===== src/rtl/round_key_store.sv =====
// ---------------------------------------------------------------------------
// round_key_store
//
// Purpose:
//   Captures the round keys produced by the key schedule into a small register
//   file. It then replays them to the cipher round core on a request/valid
//   handshake, so that one key expansion can serve many blocks.
//   Encryption replays keys 0..NUM_KEYS-1. Decryption replays them in reverse
//   order.
//
// Ports:
//   clk       in   system clock; all registers update on the rising edge
//   reset     in   synchronous, active-high reset
//   wr_en     in   write strobe from the key schedule
//   wr_index  in   index of the key being written
//   wr_key    in   round-key data
//   encrypt   in   direction latched when a start is accepted (1=enc, 0=dec)
//   start     in   begin a replay sequence (needs all keys loaded)
//   rd_req    in   request the next round key (data appears one cycle later)
//   rd_valid  out  rd_key/rd_index valid this cycle
//   rd_key    out  served round key (holds its value between requests)
//   rd_index  out  index of the served key
//   loaded    out  every key slot has been written since reset
//   busy      out  a replay sequence is in progress
//   done      out  one-cycle pulse after the last key of a sequence
//   err       out  sticky protocol-error flag, cleared only by reset
// ---------------------------------------------------------------------------
module round_key_store #(
  parameter int KEY_W    = 128,
  parameter int NUM_KEYS = 13,
  parameter int IDX_W    = 4
) (
  input  logic             clk,
  input  logic             reset,
  input  logic             wr_en,
  input  logic [IDX_W-1:0] wr_index,
  input  logic [KEY_W-1:0] wr_key,
  input  logic             encrypt,
  input  logic             start,
  input  logic             rd_req,
  output logic             rd_valid,
  output logic [KEY_W-1:0] rd_key,
  output logic [IDX_W-1:0] rd_index,
  output logic             loaded,
  output logic             busy,
  output logic             done,
  output logic             err
);

  localparam logic [IDX_W-1:0] FIRST_IDX = '0;
  localparam logic [IDX_W-1:0] LAST_IDX  = IDX_W'(NUM_KEYS - 1);

  typedef enum logic [1:0] {
    S_IDLE,
    S_SERVE,
    S_DONE
  } state_t;

  state_t state, state_nxt;

  // Key storage and bookkeeping
  logic [KEY_W-1:0]    mem [NUM_KEYS];
  logic [NUM_KEYS-1:0] mask;
  logic                dir;
  logic [IDX_W-1:0]    ptr;
  logic                err_q;

  // Output register stage
  logic                vld_p1;
  logic [KEY_W-1:0]    rd_key_p1;
  logic [IDX_W-1:0]    rd_index_p1;

  // Per-cycle decisions from the next-state logic
  logic wr_window;
  logic wr_in_range;
  logic wr_commit;
  logic wr_bad;
  logic start_ok;
  logic start_bad;
  logic serve_fire;
  logic serve_last;

  // Pointer helpers
  function automatic logic [IDX_W-1:0] first_ptr(input logic enc);
    return enc ? FIRST_IDX : LAST_IDX;
  endfunction

  function automatic logic [IDX_W-1:0] step_ptr(input logic [IDX_W-1:0] p,
                                                input logic             d);
    return d ? p + IDX_W'(1) : p - IDX_W'(1);
  endfunction

  function automatic logic is_final(input logic [IDX_W-1:0] p,
                                    input logic             d);
    return d ? (p == LAST_IDX) : (p == FIRST_IDX);
  endfunction

  // Status decodes
  assign loaded = &mask;
  assign busy   = (state == S_SERVE);
  assign done   = (state == S_DONE);
  assign err    = err_q;

  assign rd_valid = vld_p1;
  assign rd_key   = rd_key_p1;
  assign rd_index = rd_index_p1;

  // Next-state and per-cycle control decisions
  always_comb begin
    state_nxt   = state;
    wr_window   = 1'b0;
    wr_in_range = 1'b0;
    wr_commit   = 1'b0;
    wr_bad      = 1'b0;
    start_ok    = 1'b0;
    start_bad   = 1'b0;
    serve_fire  = 1'b0;
    serve_last  = 1'b0;

    // Key writes are only legal while no replay is running.
    // Anything else is a protocol error, and the storage is left untouched.
    wr_window   = (state == S_IDLE) || (state == S_DONE);
    wr_in_range = (wr_index <= LAST_IDX);
    wr_commit   = wr_en && wr_window && wr_in_range;
    wr_bad      = wr_en && !(wr_window && wr_in_range);

    case (state)
      S_IDLE: begin
        // start sees loaded as registered, so a final key written in the same
        // cycle as start does not count yet.
        if (start) begin
          if (loaded) begin
            start_ok  = 1'b1;
            state_nxt = S_SERVE;
          end else begin
            start_bad = 1'b1;
          end
        end
      end
      S_SERVE: begin
        if (rd_req) begin
          serve_fire = 1'b1;
          serve_last = is_final(ptr, dir);
          if (serve_last) begin
            state_nxt = S_DONE;
          end
        end
      end
      S_DONE: begin
        state_nxt = S_IDLE;
      end
      default: begin
        state_nxt = S_IDLE;
      end
    endcase
  end

  // State register
  always_ff @(posedge clk) begin
    if (reset) begin
      state <= S_IDLE;
    end else begin
      state <= state_nxt;
    end
  end

  // Control registers, pointer and output stage
  always_ff @(posedge clk) begin
    if (reset) begin
      mask        <= '0;
      err_q       <= 1'b0;
      dir         <= 1'b1;
      ptr         <= '0;
      vld_p1      <= 1'b0;
      rd_key_p1   <= '0;
      rd_index_p1 <= '0;
    end else begin
      if (wr_commit) begin
        mask[wr_index] <= 1'b1;
      end
      if (wr_bad || start_bad) begin
        err_q <= 1'b1;
      end
      if (start_ok) begin
        dir <= encrypt;
        ptr <= first_ptr(encrypt);
      end

      vld_p1 <= serve_fire;
      if (serve_fire) begin
        rd_key_p1   <= mem[ptr];
        rd_index_p1 <= ptr;
        // The last index ends the sequence; the pointer never wraps.
        if (!serve_last) begin
          ptr <= step_ptr(ptr, dir);
        end
      end
    end
  end

  // Key storage has no reset; the mask alone says which entries are valid.
  always_ff @(posedge clk) begin
    if (wr_commit) begin
      mem[wr_index] <= wr_key;
    end
  end

endmodule


===== config.mk =====
export PLATFORM = sky130hd
export DESIGN_NAME = round_key_store
export DESIGN_NICKNAME = d
export VERILOG_FILES = /design/src/rtl/round_key_store.sv
export SDC_FILE = /design/constraint.sdc
export NUM_CORES = 2
export LEC_CHECK = 0
export ABC_AREA = 1
export CAP_MARGIN = 20
export CORE_ASPECT_RATIO = 1.2
export CORE_UTILIZATION = 37
export CTS_CLUSTER_SIZE = 16
export DETAILED_ROUTE_END_ITERATION = 8
export GPL_ROUTABILITY_DRIVEN = 0
export PLACE_DENSITY_LB_ADDON = 0.2
export SETUP_SLACK_MARGIN = 0.05
export SKIP_LAST_GASP = 1
export SLEW_MARGIN = 20
export SYNTH_ARGS = -nofsm -noshare
export SYNTH_HDL_FRONTEND = slang
export SYNTH_SLANG_ARGS = --single-unit
export TNS_END_PERCENT = 10

===== constraint.sdc =====
create_clock -name clk -period 11.8 [get_ports clk]
set_clock_uncertainty 0.15 [all_clocks]
set_input_delay 2.36 -clock clk [delete_from_list [all_inputs] [get_ports clk]]
set_output_delay 2.36 -clock clk [all_outputs]
set_load 0.03 [all_outputs]

; Word level (Yosys, flattened, before mapping)
; Memory sizes are Yosys's and may differ from the RTL's. A register that Yosys moved wholly into a read port is not among the register bits.
; Cells that the tools add are included.
; Widths: inputs -> output; s select.
[word_totals]
mem_count = 1
wordCells = 58
register_bits = 26
output_inout_bits = 137
ram_bits = 1664
latch_bits = 0
rom_bits = 0
[mem_list]
columns = name, words, width, read_ports, rd_ports_with_merged_regs, wr, line_no
row1 = mem, 13, 128, 1, 1, 1, 62  ; logic [KEY_W-1:0] mem [NUM_KEYS];
[op_classes]
addsub = 2
n_mul = 0
n_eq_ne = 7
mux = 25
bitwise = 1
n_shift = 0
n_reduce_logical = 12
magnitude_cmp = 3
n_div = 0
[op_table]
columns = op, n
row1 = $mux 4, 5
row2 = $mux 1, 14
row3 = $or 13x13->13, 1
row4 = $reduce_and 13->1, 1
row5 = $mux 2, 4
row6 = $ne 2x2->1 const B, 3
row7 = $logic_and 1x1->1, 5
row8 = $lt 4x5->1 const B, 1
row9 = $add 4x1->4 const B, 1
row10 = $demux 1 s4, 1
row11 = $eq 4x4->1 const B, 1
row12 = $ge 4x1->1 const B, 1
row13 = $le 4x4->1 const B, 1
row14 = $logic_not 4->1, 1
row15 = $pmux 2 s2, 1
row16 = $reduce_and 4->1, 1
row17 = $sub 4x1->4 const B, 1
row18 = $eq 2x1->1 const B, 1
row19 = $eq 2x2->1 const B, 1
row20 = $logic_not 2->1, 1
row21 = $logic_or 1x1->1, 2
row22 = $ne 2x1->1 const B, 1
row23 = $logic_not 1->1, 1

; Longest topological paths before layout
[logic_depth]
word_depth = 7
mapped_depth = 15
depth_no_buf = 9

; Worst setup path before layout
; No wires, ideal clock.
[synth_path]
path_kind = input-to-reg
startpoint = input wr_index[1]
endpoint = memory mem[10][0], enable pin
n_path_buf = 0
stages = 9
slack_ns = 5.750
arrival_time_ns = 5.419
path_cell_list = inv_1 > nand2_1 > nand2_1 > nand2_1 > nor2_1 > nand2_1 > inv_1 > nand2_1 > inv_1
[synth_between]
elab_chain_cells = 4
[synth_lines]
columns = element, line_no
row1 = start: declaration, 36  ; input logic [IDX_W-1:0] wr_index,
row2 = $le 4x4->1, 123  ; wr_in_range = (wr_index <= LAST_IDX);
row3 = $logic_and 1x1->1, 124  ; wr_commit = wr_en && wr_window && wr_in_range;
row4 = $mux 1, 203  ; if (wr_commit) begin
row5 = $mux 1 (not written as such), 204  ; mem[wr_index] <= wr_key;
row6 = end: declaration, 62
; Parallel ways exist; a longest one is shown, timed or not.

; Worst setup path in the final report
[layout_path]
startpoint = register mask[7]
endpoint = output loaded
[layout_between]
elab_chain_cells = 1
[layout_lines]
columns = element, line_no
row1 = start: declaration, 63  ; logic [NUM_KEYS-1:0] mask;
row2 = start signal: assignment, 170  ; mask <= '0;
row3 = start signal: indexed assignment, 179  ; mask[wr_index] <= 1'b1;
row4 = $reduce_and 13->1, 99  ; assign loaded = &mask;
row5 = end: declaration, 44  ; output logic loaded,
; No other way between the ends.

==> flow_summary.toml <==
[setup_path]
end_kind = "primary output"
cp-start-kind = "flip-flop"
timing.critical_path.fanout_max = 5
critPathArrivalTime_ps = 2540
crit_required_ps = 9290
worstSetupPathType = "reg2out"

[die]
coreArea_um2 = 196000
die_x_um = 408
die_area_um2 = 200000
initial_core_util_pct = 37.3
row_count = 178
ios = 275
die_h_um = 489

[synthesis]
synthTopCellsByArea = "edfxtp_1, nand2_1, nor2_1"
yosysSeqAreaShare_pct = 72.5
syn_nets = 6847
netlist_instances = 6706
yosysWarnings = 0
synth_top_area_share_pct = 68.3
netlist_area_um2 = 73200
synth_area_leader_cell = "edfxtp_1"
ys_types = 24
synth-seq-cells = 1818
synth_area_per_cell_um2 = 10.9

[global_route]
grt_antenna_before_repair = 18
grt_use_met3_pct = 3.36
gr-usage-all-layers_pct = 19.9
busiest_layer = "met2"
first_global_vias = 45885
grt_overflow_total = 0
grt_pass1_wl_mm = 298
grt.met1_usage_pct = 28.1
met2_usage_pct = 31.8
grt_max_degree = 193

[sta]
drv_slew = 0
worst_pin_slew_ps = 1090
final_hold_viol_count = 0
setup_violations = 0
setup_tns_ps = 0
fmax_mhz = 198
fin_crit_sh_pct = 42.8
timing.slew.headroom_pct = 26.9
rsz0062_at_grt = "false"
period_minus_slack_ps = 5050

[cts]
clockRootBuffer = "clkbuf_16"
cts.htree.levels = 4
clkTransAtPathRegs_ps = 60
cts_tree = "yes"
cts_resized = 0
cts_hold_buf = 0
post_cts_buffers = 0
cts_max_path_buffers = 3
clkLatencyLatePin_ps = 840
clock_sinks = 1818
numCtsBuffers = 187

[detailed_routing]
firstDrtPassIters = 6
drt_iter0_markers = 3818
drc = 0
wl_per_cell_um = 20.8
viasPerCell = 4.92
vias = 47385
routed_wl_mm = 200
ant_nets = 0

[final_layout]
final_common_cell = "nand2_1"
area_growth_pct = 15.2
drive_above_1_share_pct = 4.85
final_area_um2 = 84300
fin_nets = 6988
layout_common_cells = "nand2_1, edfxtp_1, nor2_1, o21ai_0, inv_1"

[job]
drv_cap = 0

[placement]
hpwl_mm = 103
port_buffers = 274
place_area_um2 = 78200

[worst_hold_path]
hold_class = "reg2reg"

[power_and_ir_drop]
vdd_ir_drop_max_v = 0.000154
power_density_nw_per_um2 = 157
leakage_nw = 31.8

[run_status]
status = "finished, final reports clean"
[per-layer routing]
| layer | vias up | wire (um) |
|---|---|---|
| met5 | - | 94 |
| met4 | 14 | 3600 |
| met1 | 23294 | 92100 |
| met2 | 1210 | 92000 |
| met3 | 243 | 12200 |
| li1 | 22624 | - |
[final timing paths]
kind | from | endpoint | slack [ps] | cells after the start
hold reg to reg | mask[0] | mask[0] | 300 | 2
setup / recovery | mask[7] | loaded | 6750 | 6
hold / removal | mask[0] | mask[0] | 300 | 2
setup reg to reg | ptr[0] | rd_key[36] | 7350 | 11
[critical path, stage by stage (launching register included)]
cell and delay, ps:
dfxtp_1 330, nand2_1 140, nor2_1 120, nand2_1 60
nor2_1 100, buf_4 230, clkdlybuf4s50_1 700
[where the power goes]
part           switching [mW]  internal (mW)
registers              0.0129           7.10
clock network            2.53           3.31
logic                   0.181         0.0581
total                    2.73           10.5
[state kept, by name, summed over array words and instances, names as in the netlist]
name      cells
state         2
rd_key      128
dir           1
err           1
rd_index      4
mem        1664
ptr           4
rd_valid      1
mask         13
[logic make-up after synthesis]
logic type                 after synthesis  synth area share (%)
adders and majority gates                3                0.0616
buffers and inverters                  809                  4.46
xor gates and xnor gates                 2                0.0239
DFF                                   1818                  72.5
AOI/OAI and AO/OA                      668                  5.01
and+or+nand+nor                       3406                  17.9
[per-stage QoR]
| step | total power, mW | cells | utilization [%] | hold slack, ps | setup WS (ps) |
|---|---|---|---|---|---|
| 3_3_place_gp | 7.49 | 9268 | 39.8 | 296 | 5920 |
| 2_1_floorplan | 7.31 | 6706 | - | 280 | 5750 |
| 6_report | 13.2 | 9631 | 42.9 | 304 | 6750 |
| 5_1_grt | 13.6 | 9623 | 42.9 | 321 | 6600 |
| 4_1_cts | 13.3 | 9621 | 42.9 | 303 | 6720 |
| 3_5_place_dp | 7.49 | 9268 | 39.8 | 294 | 5900 |
[cells in the mapped netlist]
cell	instances
nand2_1	1843
edfxtp_1	1664
nor2_1	1297
o21ai_0	508
inv_1	434
clkbuf_1	285
nand3_1	262
dfxtp_1	154
o211ai_1	127
buf_2	38
buf_1	24
a21oi_1	22
buf_6	22
o21ai_1	9
buf_4	3
inv_2	3
ha_1	2
nand4_1	2
xor2_1	2
fa_1	1
nor3_1	1
nor3b_1	1
o21a_1	1
o21bai_1	1
[layout make-up]
| cell class | count | area [um2] |
|---|---|---|
| fillers | 18382 | 112000 |
| flip-flops and latches | 1818 | 53100 |
| multi-input cells | 4079 | 16900 |
| clock buffers | 262 | 5180 |
| well taps | 2610 | 3270 |
| repair buffers | 324 | 3180 |
| inverters | 437 | 1780 |
| clock inverters | 91 | 893 |
| diodes | 10 | 25.0 |
(Power assumes the default switching activity.)
